`config.mk`:
```
export PLATFORM = sky130hd
export DESIGN_NAME = store_buffer
export DESIGN_NICKNAME = d
export VERILOG_FILES = /design/src/rtl/store_buffer.sv
export SDC_FILE = /design/constraint.sdc
export NUM_CORES = 1
export LEC_CHECK = 0
export ABC_AREA = 1
export BUFFER_PORTS_ARGS = -buffer_cell sky130_fd_sc_hd__buf_2
export CORE_UTILIZATION = 59
export CTS_CLUSTER_DIAMETER = 150
export DETAILED_ROUTE_END_ITERATION = 8
export PLACE_DENSITY = 0.79
export SLEW_MARGIN = 5
export SYNTH_ARGS = -nofsm -noshare
export SYNTH_HDL_FRONTEND = slang
export SYNTH_SLANG_ARGS = --single-unit
```
`constraint.sdc`:
```
create_clock -name clk -period 9.2 [get_ports clk]
set_input_delay 1.38 -clock clk [delete_from_list [all_inputs] [get_ports clk]]
set_output_delay 1.38 -clock clk [all_outputs]
set_load 0.05 [all_outputs]
```
`src/rtl/store_buffer.sv`:
```
// -----------------------------------------------------------------------------
// store_buffer
//   FIFO of pending stores between the MEM-stage pipeline and datamemory.
//   Stores are accepted in one cycle and drained to datamemory whenever the
//   memory port is not claimed by a load. Loads have priority on the port.
//   A load whose word address matches any buffered store is stalled until
//   that store has drained, which keeps read-after-write ordering intact.
//   Data is never forwarded out of the buffer.
//
// Handshake: a store is transferred on a rising clk edge where
//   st_valid && st_ready. st_ready depends only on the occupancy count, never
//   on st_valid or on a pop in the same cycle. A load is served in any cycle
//   where ld_valid && !ld_stall; while ld_stall is high the pipeline holds
//   the load unchanged.
//
// Ports
//   clk, reset_n                 clock, asynchronous active-low reset
//   st_valid/st_addr/st_data/st_funct3 -> st_ready   store request
//   ld_valid/ld_addr/ld_funct3   -> ld_stall          load request
//   dm_MemRead/dm_MemWrite/dm_a/dm_wd/dm_Funct3       datamemory port
//   empty, count                 occupancy status
// -----------------------------------------------------------------------------
module store_buffer #(
    parameter int DM_ADDRESS    = 9,
    parameter int DATA_W        = 32,
    parameter int DEPTH         = 4,
    // Simulation-only check that a store and a load are never requested in
    // the same cycle; a bench that deliberately overlaps them can clear it.
    parameter bit ASSERT_ONE_OP = 1'b1
) (
    input  logic                       clk,
    input  logic                       reset_n,
    input  logic                       st_valid,
    input  logic [DM_ADDRESS-1:0]      st_addr,
    input  logic [DATA_W-1:0]          st_data,
    input  logic [2:0]                 st_funct3,
    output logic                       st_ready,
    input  logic                       ld_valid,
    input  logic [DM_ADDRESS-1:0]      ld_addr,
    input  logic [2:0]                 ld_funct3,
    output logic                       ld_stall,
    output logic                       dm_MemRead,
    output logic                       dm_MemWrite,
    output logic [DM_ADDRESS-1:0]      dm_a,
    output logic [DATA_W-1:0]          dm_wd,
    output logic [2:0]                 dm_Funct3,
    output logic                       empty,
    output logic [$clog2(DEPTH):0]     count
);

    localparam int PTR_W = $clog2(DEPTH);
    localparam int CNT_W = PTR_W + 1;

    // Entry storage; only the occupancy bookkeeping needs a reset.
    logic [DM_ADDRESS-1:0] r_addr  [DEPTH];
    logic [DATA_W-1:0]     r_data  [DEPTH];
    logic [2:0]            r_f3    [DEPTH];

    logic [PTR_W-1:0]      r_rd_ptr;
    logic [PTR_W-1:0]      r_wr_ptr;
    logic [CNT_W-1:0]      r_count;

    logic [DEPTH-1:0]      w_entry_valid;
    logic                  w_hit;
    logic                  w_ld_go;
    logic                  w_pop;
    logic                  w_push;

    // An entry is live when its distance from the head (mod DEPTH) is below
    // the occupancy count.
    always_comb begin
        logic [PTR_W-1:0] v_off;
        w_entry_valid = '0;
        v_off         = '0;
        for (int i = 0; i < DEPTH; i++) begin
            v_off            = PTR_W'(i) - r_rd_ptr;
            w_entry_valid[i] = ({1'b0, v_off} < r_count);
        end
    end

    // Word-granular, conservative overlap check: byte lanes are ignored.
    always_comb begin
        w_hit = 1'b0;
        for (int i = 0; i < DEPTH; i++) begin
            if (w_entry_valid[i] &&
                (r_addr[i][DM_ADDRESS-1:2] == ld_addr[DM_ADDRESS-1:2])) begin
                w_hit = 1'b1;
            end
        end
        w_hit = w_hit & ld_valid;
    end

    // reset_n gating keeps the load request off the port while in reset.
    assign w_ld_go  = ld_valid & ~w_hit & reset_n;
    assign w_pop    = ~w_ld_go & (r_count != '0);
    assign st_ready = (r_count < CNT_W'(DEPTH));
    assign w_push   = st_valid & st_ready & reset_n;

    assign ld_stall = w_hit;
    assign empty    = (r_count == '0);
    assign count    = r_count;

    // Port arbitration: unstalled load first, then drain the head entry.
    always_comb begin
        dm_MemRead  = 1'b0;
        dm_MemWrite = 1'b0;
        dm_a        = '0;
        dm_wd       = '0;
        dm_Funct3   = '0;
        if (w_ld_go) begin
            dm_MemRead = 1'b1;
            dm_a       = ld_addr;
            dm_Funct3  = ld_funct3;
        end else if (w_pop) begin
            dm_MemWrite = 1'b1;
            dm_a        = r_addr[r_rd_ptr];
            dm_wd       = r_data[r_rd_ptr];
            dm_Funct3   = r_f3[r_rd_ptr];
        end
    end

    // Pointers wrap naturally because DEPTH is a power of two.
    always_ff @(posedge clk or negedge reset_n) begin
        if (!reset_n) begin
            r_rd_ptr <= '0;
            r_wr_ptr <= '0;
            r_count  <= '0;
        end else begin
            if (w_push) r_wr_ptr <= r_wr_ptr + PTR_W'(1);
            if (w_pop)  r_rd_ptr <= r_rd_ptr + PTR_W'(1);
            case ({w_push, w_pop})
                2'b10:   r_count <= r_count + CNT_W'(1);
                2'b01:   r_count <= r_count - CNT_W'(1);
                default: r_count <= r_count;
            endcase
        end
    end

    // The write pointer never points at a live entry while st_ready is high,
    // so a push cannot overwrite the head being drained this cycle.
    always_ff @(posedge clk) begin
        if (w_push) begin
            r_addr[r_wr_ptr] <= st_addr;
            r_data[r_wr_ptr] <= st_data;
            r_f3[r_wr_ptr]   <= st_funct3;
        end
    end

    generate
        if (ASSERT_ONE_OP) begin : g_one_op
            a_one_op : assert property (@(posedge clk) disable iff (!reset_n)
                                        !(st_valid && ld_valid));
        end
    endgenerate

endmodule

```
==> results.json, run 1 <==
{
  "postSynthAreaPerCell_sq_um": 13.3,
  "min_period_over_period": 0.556,
  "ys_seq_area_frac": 0.710,
  "hp-class": "register to register",
  "syn_nets": 647,
  "die_x_um": 116,
  "start_util": 0.607,
  "final_common_cell": "edfxtp_1",
  "grt_antenna_before_repair": 3,
  "multiInputGateArea_sq_mm": 0.00193,
  "seq_area_sq_mm": 0.00546,
  "cpMaxStageDelayCell": "dfrtp_1",
  "setup_violations": 0,
  "yosys_register_bits": 183,
  "clockBufferDepth": 2,
  "fp.coreArea_sq_mm": 0.0127,
  "final_antenna_net_count": 0,
  "cts_tree": "yes",
  "fin_crit_ns": 5.11,
  "end_kind": "output port",
  "fin_nets": 758,
  "clock-sinks": 183,
  "dieArea_sq_mm": 0.0135,
  "clockRootBuffer": "clkbuf_16",
  "wire_per_inst_um": 18.7,
  "critical_path_required_ns": 7.82,
  "cts.clk_slew.worst_paths_ns": 0.06,
  "cts_hold_buf": 0,
  "power.density_mw_per_mm2": 347,
  "rsz0062_at_grt": "false",
  "status": "finished clean",
  "fp.dieH_um": 116,
  "fmax_mhz": 196,
  "vias": 5055,
  "postCtsSetupBuffers": 0,
  "grt_overflow": 0,
  "final_cells": 876,
  "drive_above_1_share": 0.277,
  "syn_inst": 577,
  "path_buf_inv": 4,
  "ys_types": 27,
  "wirelength_mm": 16.4,
  "drc_errors": 0,
  "maxCapViolCount": 0,
  "grt_max_degree": 45,
  "grt_pass1_vias": 4927,
  "layout-area-overhead-vs-synth_pct": 17.4,
  "fill_cells": 843,
  "crit_type": "register to output port",
  "clock_latency_ns": 0.42,
  "post-dp-hpwl_mm": 9.49,
  "grt_pass1_wl_mm": 24.8,
  "netlist_area_sq_mm": 0.00769,
  "crit_chain": "nor2_4 -> buf_4 -> inv_1 -> nand2_1 -> inv_1 -> ha_1 -> nand2_1 -> nand2_1 -> nand2_1 -> nand3_1 -> nor2_1 -> nor2_2 -> nand3_4 -> nand2_4 -> nor2_2 -> buf_2",
  "cts.repair.resized": 0,
  "slew_viol_final": 0,
  "globalplace.congestion": 0.943,
  "portBuffers": 111,
  "clock_skew_ns": 0.00586,
  "slew-limit-headroom": 0.402,
  "cts_buffers": 17,
  "power.leakage_nw": 3.55,
  "cp_max_fo": 44,
  "ir_drop_v": 0.000302,
  "track_usage": 0.254,
  "htreeDepth": 4,
  "hold_viol": 0,
  "place_area_sq_mm": 0.00841,
  "yosys_warnings": 0,
  "num_rows": 41,
  "crit_path_start_kind": "register",
  "max_slew.worst_pin.slew_ns": 0.895,
  "fin_area_sq_mm": 0.00903,
  "slowest_delay_ns": 0.50,
  "cpMostUsedCell": "nand2_1",
  "via_per_inst": 5.77,
  "power_mw": 3.14,
  "layout_common_cells": "edfxtp_1, nand2_1, buf_2",
  "cp_top_family": "simple AND/OR/NAND/NOR gates",
  "placed_cells": 841,
  "drt_iter0_drc": 488,
  "hold_ws_ns": 0.539,
  "drtPass1Iterations": 5,
  "pin_count": 112,
  "tns_ns": 0,
  "crit_arrival_ns": 3.73
}
metrics by stage:
step / setup slack (ns) / util
floorplan: 4.70 / -
global placement: 4.51 / 0.664
detailed placement: 4.52 / 0.664
CTS: 4.06 / 0.712
global route: 3.79 / 0.712
finish: 4.09 / 0.712
logic make-up (layout without fill, tap and decap cells):
kind of cell | after synthesis | count (layout) | synth area share
adders and majority gates | 10 | 10 | 0.0173
and+or+nand+nor | 205 | 205 | 0.119
xor gates and xnor gates | 10 | 10 | 0.0114
other | 0 | 3 | 0
AOI/OAI and AO/OA | 90 | 90 | 0.0973
buffers and inverters | 79 | 203 | 0.0449
DFF | 183 | 183 | 0.710
cell usage after synthesis:
cell / n / area [sq um]
a22o_1: 32 / 280
xnor2_1: 8 / 70.1
buf_2: 9 / 45.0
inv_1: 44 / 165
a21oi_1: 3 / 15.0
ha_1: 9 / 113
buf_6: 4 / 45.0
nor3_1: 1 / 5.00
inv_2: 9 / 33.8
nand3_1: 26 / 130
nor2_2: 31 / 194
fa_1: 1 / 20.0
a21boi_0: 1 / 7.51
clkbuf_1: 11 / 41.3
a22oi_1: 16 / 120
o21ai_0: 2 / 10.0
buf_4: 2 / 15.0
nor3_2: 2 / 20.0
nor2_1: 23 / 86.3
a221oi_1: 32 / 280
nand2_1: 120 / 450
dfrtp_1: 7 / 175
xor2_1: 2 / 17.5
nand3_4: 1 / 17.5
o221ai_1: 4 / 35.0
edfxtp_1: 176 / 5290
nand2_4: 1 / 11.3
routing by layer:
metal | vias to the layer above | global-route usage | share of wire
li1 | 2318 | - | -
met1 | 2466 | 0.316 | 0.40
met2 | 248 | 0.431 | 0.51
met3 | 21 | 0.0581 | 0.081
met4 | 2 | 0.111 | 0.014
met5 | - | 0 | 0.00061
flip-flops by register name, indices dropped and copies added, names as in the netlist:
name,flops
r_rd_ptr,2
r_f3,12
r_wr_ptr,2
count,3
r_data,128
r_addr,36
worst reg2reg max path: cells and delay by family (launching register included):
| kind | cells | cell delay (ns) |
|---|---|---|
| adder cells (fa/ha/maj) | 3 | 0.80 |
| AO/OA/AOI/OAI | 2 | 0.24 |
| buffers and inverters | 5 | 0.93 |
| AND/OR/NAND/NOR | 10 | 1.28 |
| flip-flops | 1 | 0.50 |
| XOR/XNOR | 1 | 0.15 |
power by group:
group          internal [mW]  total, mW  leakage, nW  switching, mW
Clock                  0.453      0.745        0.290          0.292
Combinational          0.353       1.36         1.59           1.00
Sequential             0.992       1.03         1.67         0.0422
final timing paths:
kind | endpoint | cells past startpoint | startpoint | slack [ns]
max | dm_wd[3] | 16 | r_rd_ptr[0] | 4.09
min | count[1] | 2 | count[1] | 0.54
max reg2reg | count[2] | 21 | r_rd_ptr[0] | 5.17
min reg2reg | count[1] | 2 | count[1] | 0.54
max in group asynchronous | r_rd_ptr[1] | 1 | reset_n | 8.22
min in group asynchronous | count[1] | 1 | reset_n | 0.79
area by class of cell:
cell class | count | area share
clock buffer | 19 | 0.0480
sequential | 183 | 0.605
inverter | 53 | 0.0220
timing repair buffer | 118 | 0.0674
clock inverter | 13 | 0.0197
tap | 172 | 0.0238
multi-input combinational | 315 | 0.213
antenna | 3 | 0.000832
No activity file was read; power rests on OpenSTA's default activity.
==> inputs of run 2 (changes only) <==
ABC_AREA = 0   (was 1)
CORE_UTILIZATION = 51   (was 59)
PLACE_DENSITY = 0.72   (was 0.79)
clock period = 4.15 ns   (was 9.2 ns; I/O delays follow)
==> run 2 against run 1 <==
The flow now finishes with violations (DRC); first-iteration DRC count fell by 57%; area after synthesis rose by 0.86%; wire length shrank 12%; register-to-register slack worse by 4.2 ns; design area is 0.60% higher; critical path depth fell by 6; non-clock buffer count increased by 5; core utilization is 9.5 points lower; combinational power grew 99%; clock skew is 0.00070 ns lower; sequential share of layout area fell by 0.30 points.
==> results.json, run 2 <==
{
  "status": "finished, violations left",
  "violations": "DRC",
  "ir_drop_v": 0.000648,
  "netlist_area_sq_mm": 0.00775,
  "worst_slack_ns": 0.379,
  "max_slew.worst_pin.slew_ns": 0.755,
  "cts.clk_slew.worst_paths_ns": 0.07,
  "slew-limit-headroom": 0.497,
  "clock_skew_ns": 0.00516,
  "fmax_mhz": 265,
  "power.leakage_nw": 3.27,
  "crit_arrival_ns": 3.15,
  "syn_nets": 470,
  "fin_area_sq_mm": 0.00908,
  "final_cells": 715,
  "fp.coreArea_sq_mm": 0.0147,
  "crit_path_start_kind": "register",
  "postCtsSetupBuffers": 0,
  "yosysMostFrequentCell": "edfxtp_1",
  "power.density_mw_per_mm2": 724,
  "setup_violations": 0,
  "regMostFlops": "r_data",
  "post-dp-hpwl_mm": 9.28,
  "end_kind": "output port",
  "vias": 3908,
  "ys_async_sr_fraction": 0.0383,
  "clockRootBuffer": "clkbuf_16",
  "yosys_register_bits": 183,
  "cts_hold_buf": 0,
  "fin_nets": 588,
  "htreeDepth": 4,
  "cts_tree": "yes",
  "layout-area-overhead-vs-synth_pct": 17.1,
  "power.switching_mw": 2.53,
  "hold_viol": 0,
  "final_antenna_net_count": 0,
  "final_common_cell": "edfxtp_1",
  "switching_share": 0.386,
  "start_util": 0.528,
  "clockBufferDepth": 2,
  "synth_area_leader_cell": "edfxtp_1",
  "p_int_mw": 4.04,
  "die_x_um": 125,
  "globalplace.congestion": 0.883,
  "power_mw": 6.57,
  "dieArea_sq_mm": 0.0157,
  "crit_type": "register to output port",
  "via_per_inst": 5.47,
  "syn_inst": 400,
  "ys_types": 33,
  "hp-class": "input port to asynchronous set/reset pin",
  "layout_common_cells": "edfxtp_1, buf_2, mux4_2, nor2b_1, xor2_1",
  "grt_max_degree": 46,
  "drtPass1Iterations": 8,
  "drc_errors": 11,
  "ys_seq_area_frac": 0.704,
  "track_usage": 0.197,
  "clockPowerShare": 0.238,
  "synth_edf_count": 176,
  "critical_path_required_ns": 3.53,
  "clock-sinks": 183,
  "fp.dieH_um": 125,
  "synth-main-ff-cell": "edfxtp_1",
  "grt_pass1_vias": 4136,
  "cts.repair.resized": 0,
  "min_period_over_period": 0.909,
  "slew_viol_final": 0,
  "num_rows": 44,
  "synthTopCellsByArea": "edfxtp_1, mux4_2, nor2b_1, xor2_1, dfrtp_1",
  "postSynthAreaPerCell_sq_um": 19.4,
  "netlist_top_cells_count": "edfxtp_1, mux4_2, nor2b_1",
  "pin_count": 112,
  "fin_crit_ns": 3.77,
  "yosys.area.top_type_share": 0.682,
  "rsz0062_at_grt": "false",
  "grt_overflow": 0,
  "pre_cts_ws_ns": 0.807,
  "wirelength_mm": 14.3,
  "drt_iter0_drc": 209,
  "yosys_warnings": 0,
  "grt_pass1_wl_mm": 22.7,
  "pwr-share-comb": 0.411,
  "grt_antenna_before_repair": 0,
  "maxCapViolCount": 0,
  "placed_cells": 683,
  "place_area_sq_mm": 0.00850,
  "drive_above_1_share": 0.414,
  "antenna_cells": 0,
  "cts_buffers": 17,
  "largest_reg_flops": 128,
  "wire_per_inst_um": 20.1,
  "cp_max_fo": 16,
  "tns_ns": 0,
  "p_seq_frac": 0.350,
  "clock_latency_ns": 0.42,
  "portBuffers": 111,
  "largestRegisters": "r_data (128), r_addr (36), r_f3 (12)"
}
run 2: final cells by class:
| type | instances | area (sq um) |
|---|---|---|
| multi-input cells | 181 | 2110 |
| repair buffers | 123 | 646 |
| flip-flops and latches | 183 | 5470 |
| clock buffers | 18 | 429 |
| inverters | 12 | 45.0 |
| well taps | 184 | 230 |
| clock inverters | 14 | 150 |
| fillers | 1056 | 5620 |
run 2: critical path: stages, from the launching register on:
cell      delay [ns]
dfrtp_4         0.58
xor2_1          0.23
inv_1           0.06
ha_1            0.26
a21oi_1         0.05
o211ai_1        0.19
nand4_2         0.25
o21ai_4         0.50
buf_4           0.29
nor2b_1         0.08
buf_2           0.21
run 2: worst paths after layout:
check | from | endpoint | slack (ns) | cells after the start
max | r_rd_ptr[0] | dm_wd[20] | 0.38 | 10
min | reset_n | count[0] | 0.04 | 1
max reg2reg | r_rd_ptr[0] | count[1] | 1.00 | 12
min reg2reg | count[1] | count[1] | 0.57 | 2
max in group asynchronous | reset_n | r_rd_ptr[0] | 3.91 | 1
min in group clk | st_data[1] | r_data[0][1] | 0.41 | 1
run 2: metal layers:
metal / track usage / share of wire / up-vias / wire length (um)
met2: 0.323 / 0.51 / 109 / 7300
met4: 0.0603 / 0.0080 / 0 / 115
met1: 0.257 / 0.43 / 2006 / 6130
met3: 0.0569 / 0.055 / 11 / 794
met5: 0 / 0 / - / 0
li1: - / - / 1782 / -
run 2: through the flow:
step,hold slack [ns],utilization
2_1_floorplan,0.327,-
3_3_place_gp,0.474,0.578
3_5_place_dp,0.477,0.578
4_1_cts,0.0230,0.618
5_1_grt,0.0310,0.618
6_report,0.0401,0.618
run 2: cells by family after synthesis:
group	synth area share
buffers and inverters	0.0255
XOR/XNOR	0.0395
AO/OA/AOI/OAI	0.00952
adder cells (fa/ha/maj)	0.0171
flip-flops	0.704
AND/OR/NAND/NOR	0.0547
multiplexers	0.150
run 2: power groups by stage:
stage	logic [mW]	registers, mW	clock network, mW
floorplan	2.16	2.34	0
global placement	2.71	2.33	0
detailed placement	2.74	2.35	0
CTS	2.75	2.31	1.60
global route	2.88	2.32	1.67
finish	2.70	2.30	1.57
